--- src/rtl/uart_tx.sv ---
// UART transmitter: valid/ready into a one-deep holding register, LSB-first frames paced by cke.
// Define UART_TX_PARITY_EN to insert an even-parity bit between the data and stop bits.
module uart_tx #(
    parameter int DATA_BITS = 8,
    parameter int STOP_BITS = 1
) (
    input  logic                 clk,
    input  logic                 rst_,
    input  logic                 cke,
    input  logic [DATA_BITS-1:0] data,
    input  logic                 valid,
    output logic                 ready,
    output logic                 tx,
    output logic                 busy
);

`ifdef UART_TX_PARITY_EN
    typedef enum logic [2:0] {
        S_IDLE   = 3'd0,
        S_START  = 3'd1,
        S_DATA   = 3'd2,
        S_PARITY = 3'd3,
        S_STOP   = 3'd4
    } state_e;

    function automatic logic even_parity(input logic [DATA_BITS-1:0] w);
        return ^w;
    endfunction
`else
    typedef enum logic [2:0] {
        S_IDLE  = 3'd0,
        S_START = 3'd1,
        S_DATA  = 3'd2,
        S_STOP  = 3'd4
    } state_e;
`endif

    localparam logic [3:0] IDX_LAST  = 4'(DATA_BITS - 1);
    localparam logic       STOP_LAST = 1'(STOP_BITS - 1);

    state_e                 state_q, state_d;
    logic [DATA_BITS-1:0]   hold_q, hold_d;
    logic                   hold_full_q, hold_full_d;
    logic [DATA_BITS-1:0]   shifter_q, shifter_d;
    logic [3:0]             bit_idx_q, bit_idx_d;
    logic                   stop_cnt_q, stop_cnt_d;
    logic                   tx_q, tx_d;
    logic                   busy_q, busy_d;
    logic                   load_s;
`ifdef UART_TX_PARITY_EN
    logic                   par_q, par_d;
`endif

    assign ready = rst_ && !hold_full_q;
    assign tx    = tx_q;
    assign busy  = busy_q;

    // Next-state logic; tx_d/busy_d describe the state being entered so the line is registered.
    always_comb begin
        state_d     = state_q;
        hold_d      = hold_q;
        hold_full_d = hold_full_q;
        shifter_d   = shifter_q;
        bit_idx_d   = bit_idx_q;
        stop_cnt_d  = stop_cnt_q;
        tx_d        = tx_q;
        busy_d      = busy_q;
        load_s      = 1'b0;
`ifdef UART_TX_PARITY_EN
        par_d       = par_q;
`endif

        if (valid && ready) begin
            hold_d      = data;
            hold_full_d = 1'b1;
        end else begin
            hold_d      = hold_q;
        end

        case (state_q)
            S_IDLE: begin
                if (cke && hold_full_q) begin
                    load_s = 1'b1;
                end else begin
                    tx_d   = 1'b1;
                end
            end
            S_START: begin
                if (cke) begin
                    state_d   = S_DATA;
                    bit_idx_d = 4'd0;
                    tx_d      = shifter_q[0];
                end else begin
                    tx_d      = 1'b0;
                end
            end
            S_DATA: begin
                if (cke) begin
                    shifter_d = shifter_q >> 1;
                    if (bit_idx_q == IDX_LAST) begin
`ifdef UART_TX_PARITY_EN
                        state_d    = S_PARITY;
                        tx_d       = par_q;
`else
                        state_d    = S_STOP;
                        stop_cnt_d = 1'b0;
                        tx_d       = 1'b1;
`endif
                    end else begin
                        bit_idx_d = bit_idx_q + 4'd1;
                        tx_d      = shifter_q[1];
                    end
                end else begin
                    tx_d = shifter_q[0];
                end
            end
`ifdef UART_TX_PARITY_EN
            S_PARITY: begin
                if (cke) begin
                    state_d    = S_STOP;
                    stop_cnt_d = 1'b0;
                    tx_d       = 1'b1;
                end else begin
                    tx_d       = par_q;
                end
            end
`endif
            S_STOP: begin
                if (cke) begin
                    if (stop_cnt_q == STOP_LAST) begin
                        // Chain straight into the next start bit when a word is waiting.
                        if (hold_full_q) begin
                            load_s  = 1'b1;
                        end else begin
                            state_d = S_IDLE;
                            tx_d    = 1'b1;
                            busy_d  = 1'b0;
                        end
                    end else begin
                        stop_cnt_d = stop_cnt_q + 1'b1;
                    end
                end else begin
                    tx_d = 1'b1;
                end
            end
            default: begin
                state_d = S_IDLE;
                tx_d    = 1'b1;
                busy_d  = 1'b0;
            end
        endcase

        if (load_s) begin
            shifter_d   = hold_q;
            hold_full_d = 1'b0;
            state_d     = S_START;
            tx_d        = 1'b0;
            busy_d      = 1'b1;
`ifdef UART_TX_PARITY_EN
            par_d       = even_parity(hold_q);
`endif
        end else begin
            shifter_d   = shifter_d;
        end
    end

    // State register with synchronous active-low reset; a reset aborts any frame and drops the held word.
    always_ff @(posedge clk) begin
        if (!rst_) begin
            state_q     <= S_IDLE;
            hold_q      <= '0;
            hold_full_q <= 1'b0;
            shifter_q   <= '0;
            bit_idx_q   <= 4'd0;
            stop_cnt_q  <= 1'b0;
            tx_q        <= 1'b1;
            busy_q      <= 1'b0;
`ifdef UART_TX_PARITY_EN
            par_q       <= 1'b0;
`endif
        end else begin
            state_q     <= state_d;
            hold_q      <= hold_d;
            hold_full_q <= hold_full_d;
            shifter_q   <= shifter_d;
            bit_idx_q   <= bit_idx_d;
            stop_cnt_q  <= stop_cnt_d;
            tx_q        <= tx_d;
            busy_q      <= busy_d;
`ifdef UART_TX_PARITY_EN
            par_q       <= par_d;
`endif
        end
    end

endmodule
--- config.mk ---
export PLATFORM = sky130hd
export DESIGN_NAME = uart_tx
export DESIGN_NICKNAME = d
export VERILOG_FILES = /design/src/rtl/uart_tx.sv
export SDC_FILE = /design/constraint.sdc
export NUM_CORES = 1
export LEC_CHECK = 0
export ABC_AREA = 1
export BUFFER_PORTS_ARGS = -buffer_cell sky130_fd_sc_hd__buf_2
export CAP_MARGIN = 20
export CORE_MARGIN = 1.5
export CORE_UTILIZATION = 60
export CTS_CLUSTER_DIAMETER = 120
export DETAILED_ROUTE_END_ITERATION = 6
export PLACE_DENSITY = 0.78
export REMOVE_ABC_BUFFERS = 1
export SLEW_MARGIN = 5
export SYNTH_ARGS = -nofsm -noshare
export SYNTH_HDL_FRONTEND = slang
export SYNTH_SLANG_ARGS = --single-unit
--- constraint.sdc ---
create_clock -name clk -period 1.9 [get_ports clk]
set_input_delay 0.095 -clock clk [delete_from_list [all_inputs] [get_ports clk]]
set_output_delay 0.095 -clock clk [all_outputs]
set_load 0.02 [all_outputs]
# [Word level (Yosys, flattened, before mapping)]
# Index checks and enable logic that the tools add are counted.
[totals] reg_bits=27
[classes] n_addsub=2 eq_ne=22 muxes=39 n_bitwise=2 n_reduce_logical=18
[ops] op="2-to-1 mux 8 bit" count=3
[ops] op="2-to-1 mux 1 bit" count=21
[ops] op="inequality test 3 bit (second input constant)" count=7
[ops] op="2-to-1 mux 3 bit" count=6
[ops] op="inequality test 2 bit (second input constant)" count=8
[ops] op="AND reduction 7 bit" count=2
[ops] op="2-to-1 mux 4 bit" count=3
[ops] op="case mux 3 bit (4 select lines)" count=1
[ops] op="AND reduction 4 bit" count=3
[ops] op="inequality test 4 bit (second input constant)" count=2
[ops] op="case mux 4 bit (2 select lines)" count=1
[ops] op="nonzero test 2 bit" count=4
[ops] op="case mux 1 bit (2 select lines)" count=3
[ops] op="adder 4 x 1 -> 4 bit (second input constant)" count=1
[ops] op="equality test 4 x 3 -> 1 bit (second input constant)" count=1
[ops] op="case mux 1 bit (4 select lines)" count=1
[ops] op="equality test 3 x 1 -> 1 bit (second input constant)" count=1
[ops] op="equality test 3 x 2 -> 1 bit (second input constant)" count=1
[ops] op="equality test 3 bit (second input constant)" count=1
[ops] op="logical AND 1 bit" count=3
[ops] op="logical NOT 3 bit" count=1
[ops] op="AND reduction 3 bit" count=1
[ops] op="OR reduction 3 bit" count=1
[ops] op="inequality test 2 x 1 -> 1 bit (second input constant)" count=1
[ops] op="5 further kinds" count=6

# [Logic depth before layout (Yosys ltp)]
# Gate-level depths: netlist of the first run.
[logic_depth] word_depth=6 ltp_mapped=9 depth_no_buf=9

# [Worst setup path after synthesis of the first run]
# Ideal clock, no wire load.
[synth_path] path_kind="register to register" start="register bit_idx_q[0]" end="register state_q[2]" setup_time_ns=0.113 arrival_time_ns=1.063 slack_ns=0.725 path_stages_with_launch=9 n_path_buf=0 cell_sequence="dfxtp_1 ha_1 nand2_1 nor2_1 nor2_4 nor2_1 nand4_1 nand2_1 nor2_1"
[synth_between] elab_chain_len=3
[synth_rtl] item="start, declared" line_no="45" text="logic [3:0] bit_idx_q, bit_idx_d;"
[synth_rtl] item="start signal, assigned" line_no="186" text="bit_idx_q <= bit_idx_d;"
[synth_rtl] item="equality test 4 x 3 -> 1 bit" line_no="100" text="if (bit_idx_q == IDX_LAST) begin"
[synth_rtl] item="inequality test 2 bit (no source line)"
[synth_rtl] item="AND reduction 7 bit (no source line)"
[synth_rtl] item="end signal, assigned" line_no="182" text="state_q <= state_d;"
[synth_rtl] item="end, declared" line_no="41" text="state_e state_q, state_d;"
# No other way between the ends.
# A chain may end at the register's enable or synchronous reset.

# [Worst setup path in the final report of the first run]
[layout_path] start="register state_q[1]" end="register shifter_q[1]"
[layout_between] elab_chain_len=4 elab_cells_between_ends=8 cone_classes="eq/ne: 2; mux: 2; reduce/logical: 4"
[layout_rtl] item="equality test 3 bit or logical NOT 3 bit (tied branches)" line_no="80" text="case (state_q)"
[layout_rtl] item="case mux 1 bit (2 select lines)" line_no="80"
[layout_rtl] item="nonzero test 2 bit (no source line)"
[layout_rtl] item="AND reduction 2 bit (no source line)"
[layout_rtl] item="end signal, assigned" line_no="185" text="shifter_q <= shifter_d;"
[layout_rtl] item="end, declared" line_no="44" text="logic [DATA_BITS-1:0] shifter_q, shifter_d;"
# Several ways; a longest one is shown, not always the timed one.

==> results of run 1 <==
==> worst max-delay path, cell delays in order, from the launching register on <==
cell and delay, ps:
dfxtp_1 500, nand3_4 230, nor2_8 220, nor2_4 80, nand2_1 60, nand3_1 70
nand2_1 80, inv_1 40
==> power groups by stage <==
stage | clock network [mW] | logic (mW) | registers [mW]
floorplan | 0 | 0.107 | 0.603
global placement | 0 | 0.148 | 0.602
detailed placement | 0 | 0.153 | 0.603
CTS | 0.383 | 0.168 | 0.591
global route | 0.411 | 0.186 | 0.594
finish | 0.378 | 0.168 | 0.591
==> cell type report <==
cell class / count / area share, %
Timing Repair Buffer: 23 / 10.5
Inverter: 18 / 5.50
Sequential cell: 26 / 34.1
Clock buffer: 3 / 1.48
Clock inverter: 1 / 1.97
Multi-Input combinational cell: 131 / 44.2
Tap cell: 27 / 2.21
==> layer usage <==
metal  up-vias  part of all wire [%]  global-route usage, %
li1        620                     -                      -
met1       547                    45                   27.9
met2        16                    51                   38.9
met3         5                   2.4                   2.73
met4         0                   1.7                   8.33
met5         -                     0                      0
==> state kept, by name, summed over array words and instances (netlist names) <==
name         flops
state_q          3
shifter_q        8
busy             1
hold_q           8
hold_full_q      1
tx               1
bit_idx_q        4
==> what timing repair did <==
action / CTS / global route
hold buffers: 9 / 0
hold endpoints to repair: 9 / 0
setup endpoints to repair: 0 / 0
gates resized for setup: 0 / 0
==> placed cells by master, fill, tap and decap left out, drive strengths merged <==
master / n
dfxtp: 26
xor2: 1
nand3: 24
nand4: 1
clkbuf: 3
dlygate4sd3: 9
inv: 17
nand2: 63
o21ai: 10
buf: 14
ha: 1
a21oi: 7
nor3: 2
a31oi: 1
o211ai: 1
nor2: 20
bufinv: 2
==> synthesized netlist by cell type, drive strengths merged <==
master   n
nand2   63
dfxtp   26
nand3   24
nor2    20
inv     17
o21ai   10
a21oi    7
buf      3
nor3     2
a31oi    1
bufinv   1
ha       1
nand4    1
o211ai   1
xor2     1
==> cell families after synthesis <==
logic type / after synthesis
buf+inv: 21
xor+xnor: 1
fa+ha+maj: 1
simple gates: 110
flops: 26
compound gates: 19
==> per-stage QoR <==
stage | util (%) | setup WS, ps
floorplan | - | 725
global placement | 69.1 | 616
detailed placement | 69.1 | 542
CTS | 76.2 | 533
global route | 76.2 | 419
finish | 76.2 | 529
==> how the worst max path moves through the flow <==
stage                              end  slack (ps)  cells past startpoint
final                     shifter_q[1]         530                      7
after global routing      bit_idx_q[0]         420                      9
after CTS                 shifter_q[1]         530                      7
after detailed placement     hold_q[1]         540                      5
after global placement      state_q[2]         620                      8
after floorplan             state_q[2]         720                      8
==> flow_metrics.env, run 1 <==
export IMPL_status="finished clean"
export IMPL_pwr_share_clk_pct=33.3
export IMPL_syn_to_final_growth_pct=17.4
export IMPL_die_area_sq_um=2450
export IMPL_hold_slack_ps=75.8
export IMPL_grt_antenna_before_repair=0
export IMPL_min_to="state_q[1]"
export IMPL_power_per_cell_area_nw_per_um2=746
export IMPL_grt_overflow_total=0
export IMPL_postSynthAreaPerCell_sq_um=7.30
export IMPL_p_leak_nw=0.715
export IMPL_synthSimpleGateAreaFrac_pct=42.7
export IMPL_drive_gt1_share_pct=20.8
export IMPL_syn_area_sq_um=1300
export IMPL_yosys_top_cells_area="dfxtp_1 (40%), nand2_1 (16%), nand3_1 (8.9%)"
export IMPL_worstSkewPairLatency_ps=330
export IMPL_placed_area_sq_um=1380
export IMPL_power_share_switching_pct=25.2
export IMPL_min_from="cke"
export IMPL_crit_arrival_ps=1610
export IMPL_p_comb_share_pct=14.7
export IMPL_cts_root_buf="clkbuf_4"
export IMPL_dp_cells=216
export IMPL_whs_path_depth=3
export IMPL_finalCritPeriodShare_pct=72.2
export IMPL_ant_nets=0
export IMPL_cp_max_fo=10
export IMPL_power_share_sequential_pct=52.0
export IMPL_yosysWarnings=0
export IMPL_rsz0062_at_grt="no"
export IMPL_tightest_slew_ps=579
export IMPL_portBuffers=14
export IMPL_die_w_microns=49.5
export IMPL_gp_congestion=0.744
export IMPL_post_cts_buffers=0
export IMPL_final_setup_tns_ps=0
export IMPL_cts_buffers=3
export IMPL_vdd_drop_max_mv=0.604
export IMPL_seq_area_sq_um=520
export IMPL_fp_row_count=16
export IMPL_muxShareOfSynthArea_pct=0
export IMPL_cts_buffer_depth=2
export IMPL_multi_input_area_sq_um=674
export IMPL_finalNetCount=216
export IMPL_seq_area_frac_synth_pct=40.1
export IMPL_cts_sink_count=26
export IMPL_fin_skew_ps=9.09
export IMPL_slew_headroom_pct=61.2
export IMPL_drcViolationCount=0
export IMPL_ys_types=25
export IMPL_hpwl_microns=1790
export IMPL_worstReg2RegStart="state_q[1]"
export IMPL_nFillCells=168
export IMPL_htree_levels=1
export IMPL_drv_slew=0
export IMPL_synthAdderAreaFrac_pct=0.963
export IMPL_drtIter0Drc=25
export IMPL_avgRoutedWirePerCell_microns=11.0
export IMPL_fmax_ghz=0.729
export IMPL_io_pins=15
export IMPL_diodes=0
export IMPL_synth_xor_area_share_pct=0.674
export IMPL_via_per_inst=5.19
export IMPL_fp_coreArea_sq_um=2000
export IMPL_die_h_microns=49.5
export IMPL_ff2ff_setup_slack_ps=530
export IMPL_synth_top_family_by_area="simple AND/OR/NAND/NOR gates"
export IMPL_synth_top_area_cell="dfxtp_1"
export IMPL_synth_seq_cells=26
export IMPL_netSwitchingPower_mw=0.286
export IMPL_r2r_end="shifter_q[1]"
export IMPL_finalNonFillerCells=229
export IMPL_firstDrtPassIters=4
export IMPL_finalHoldViolCount=0
export IMPL_synth_compound_area_share_pct=7.61
export IMPL_worstPathRequired_ps=2140
export IMPL_grt_pass1_wl_microns=4330
export IMPL_reg2reg_depth=7
export IMPL_grt_max_degree=19
export IMPL_vias=1188
export IMPL_p_int_mw=0.851
export IMPL_critPathLaunchType="flip-flop"
export IMPL_cap_violations=0
export IMPL_syn_inst=178
export IMPL_clkTransAtPathRegs_ps=140
export IMPL_tritoncts="done"
export IMPL_crit_type="reg2reg"
export IMPL_wl_microns=2520
export IMPL_crit_path_start="state_q[1]"
export IMPL_grt_usage_pct=22.3
export IMPL_p_total_mw=1.14
export IMPL_yosys_area_top_type_share_pct=40.1
export IMPL_fin_crit_ps=1370
export IMPL_hp_class="in2reg"
export IMPL_grt_pass1_vias=1065
export IMPL_end_kind="flip-flop"
export IMPL_setup_viol=0
export IMPL_start_util_pct=64.9
export IMPL_postLayoutCellArea_sq_um=1530
Power figures use the tool's default switching activity.
==> run 2, diff against run 1 <==
--- a/config.mk
+++ b/config.mk
@@ -9,10 +9,10 @@
 export BUFFER_PORTS_ARGS = -buffer_cell sky130_fd_sc_hd__buf_2
 export CAP_MARGIN = 20
 export CORE_MARGIN = 1.5
-export CORE_UTILIZATION = 60
+export CORE_UTILIZATION = 56
 export CTS_CLUSTER_DIAMETER = 120
 export DETAILED_ROUTE_END_ITERATION = 6
-export PLACE_DENSITY = 0.78
+export PLACE_DENSITY = 0.73
 export REMOVE_ABC_BUFFERS = 1
 export SLEW_MARGIN = 5
 export SYNTH_ARGS = -nofsm -noshare
==> constraint.sdc (replaced) <==
create_clock -name clk -period 1.4 [get_ports clk]
set_input_delay 0.07 -clock clk [delete_from_list [all_inputs] [get_ports clk]]
set_output_delay 0.07 -clock clk [all_outputs]
set_load 0.02 [all_outputs]
==> flow_metrics.env, run 2 (same netlist as run 1, synthesis figures left out) <==
export IMPL_fp_row_count=17
export IMPL_cts_buffer_depth=2
export IMPL_whs_path_depth=3
export IMPL_die_w_microns=51.2
export IMPL_clkTransAtPathRegs_ps=140
export IMPL_grt_pass1_wl_microns=4470
export IMPL_avgRoutedWirePerCell_microns=11.2
export IMPL_fin_ws_ps=97.5
export IMPL_setup_viol=0
export IMPL_finalNetCount=225
export IMPL_grt_max_degree=18
export IMPL_die_area_sq_um=2620
export IMPL_final_util_pct=72.9
export IMPL_grt_pass1_vias=1064
export IMPL_min_from="cke"
export IMPL_start_util_pct=59.3
export IMPL_io_pins=15
export IMPL_hpwl_microns=1760
export IMPL_cp_max_fo=8
export IMPL_drv_slew=0
export IMPL_die_h_microns=51.2
export IMPL_firstDrtPassIters=4
export IMPL_reg_top3="hold_q (8), shifter_q (8), bit_idx_q (4)"
export IMPL_tritoncts="done"
export IMPL_cts_sink_count=26
export IMPL_p_total_mw=1.44
export IMPL_cts_buffers=3
export IMPL_worstReg2RegStart="state_q[0]"
export IMPL_end_kind="flip-flop"
export IMPL_tightest_slew_ps=279
export IMPL_fmax_ghz=0.768
export IMPL_dp_cells=219
export IMPL_worstPathRequired_ps=1640
export IMPL_ff2ff_setup_slack_ps=100
export IMPL_grt_antenna_before_repair=0
export IMPL_critPathLaunchType="flip-flop"
export IMPL_fin_crit_ps=1300
export IMPL_min_to="state_q[1]"
export IMPL_power_per_cell_area_nw_per_um2=901
export IMPL_r2r_end="state_q[2]"
export IMPL_finalHoldViolCount=0
export IMPL_worstSkewPairLatency_ps=330
export IMPL_nFillCells=171
export IMPL_grt_overflow_total=0
export IMPL_slew_headroom_pct=81.4
export IMPL_gp_congestion=0.831
export IMPL_p_leak_nw=0.743
export IMPL_fin_skew_ps=7.03
export IMPL_drcViolationCount=0
export IMPL_cts_root_buf="clkbuf_4"
export IMPL_htree_levels=1
export IMPL_pre_cts_slack_ps=91.1
export IMPL_fp_coreArea_sq_um=2190
export IMPL_crit_arrival_ps=1540
export IMPL_cap_violations=0
export IMPL_seq_area_sq_um=526
export IMPL_status="finished clean"
export IMPL_drtIter0Drc=16
export IMPL_final_cell_mix="nand2_1 (54), nand3_1 (23), dfxtp_1 (22)"
export IMPL_vias=1195
export IMPL_reg2reg_depth=8
export IMPL_via_per_inst=5.00
export IMPL_finalCritPeriodShare_pct=93.0
export IMPL_hold_slack_ps=39.6
export IMPL_vdd_drop_max_mv=0.957
export IMPL_wl_microns=2670
export IMPL_syn_to_final_growth_pct=23.0
export IMPL_ant_nets=0
export IMPL_crit_type="reg2reg"
export IMPL_hp_class="in2reg"
export IMPL_finalNonFillerCells=239
export IMPL_diodes=0
export IMPL_grt_usage_pct=22.7
export IMPL_final_common_cell="nand2_1"
export IMPL_portBuffers=14
export IMPL_multi_input_area_sq_um=697
export IMPL_drive_gt1_share_pct=28.4
run 2: cell count changes in the layout (fill, tap and decap cells not counted), sizes merged:
cell	change
buf	+8
bufinv	-1
clkbuf	+1
nor2	+1
run 2: through the flow:
stage | TNS [ps] | instance area [sq um]
5_1_grt | -25.2 | 1600
3_5_place_dp | 0 | 1400
4_1_cts | 0 | 1530
3_3_place_gp | 0 | 1400
6_report | 0 | 1600
2_1_floorplan | 0 | 1280
run 2: critical path, cell delays in order, from the launching register on:
cell,delay (ps)
dfxtp_1,390
nor2_4,160
nand2_4,120
nor2_8,210
inv_2,90
nand2_2,90
inv_2,30
nand2_1,70
nor2_1,50
run 2: per-layer routing:
layer | vias to the layer above | GRT usage (%) | wire, microns
li1 | 636 | - | -
met3 | 8 | 3.51 | 69
met2 | 22 | 39.0 | 1320
met1 | 529 | 28.3 | 1240
met4 | 0 | 9.46 | 44
met5 | - | 0 | 0
run 2: cell type report:
class                   instances  area share (%)
multi-input cells             132            43.6
repair buffers                 31            13.8
well taps                      28            2.19
clock buffers                   4            2.27
flip-flops and latches         26            32.9
inverters                      18            5.25
run 2: how the worst max path moves through the flow:
| stage | end | startpoint |
|---|---|---|
| floorplan | state_q[2] | bit_idx_q[0] |
| global placement | state_q[2] | bit_idx_q[0] |
| detailed placement | state_q[2] | bit_idx_q[0] |
| CTS | state_q[2] | bit_idx_q[0] |
| global route | state_q[2] | state_q[0] |
| finish | state_q[2] | state_q[0] |
run 2: repair_timing:
action / CTS / global route
buffers inserted: 0 / 6
hold buffers: 9 / 0
resized for setup: 0 / 9
endpoints found under the hold margin: 9 / 0
setup endpoints to repair: 0 / 11
run 2: power by group:
group,leakage (nW),switching [mW],internal (mW)
logic,0.509,0.144,0.104
clock network,0.0210,0.231,0.160
registers,0.214,0.0266,0.775
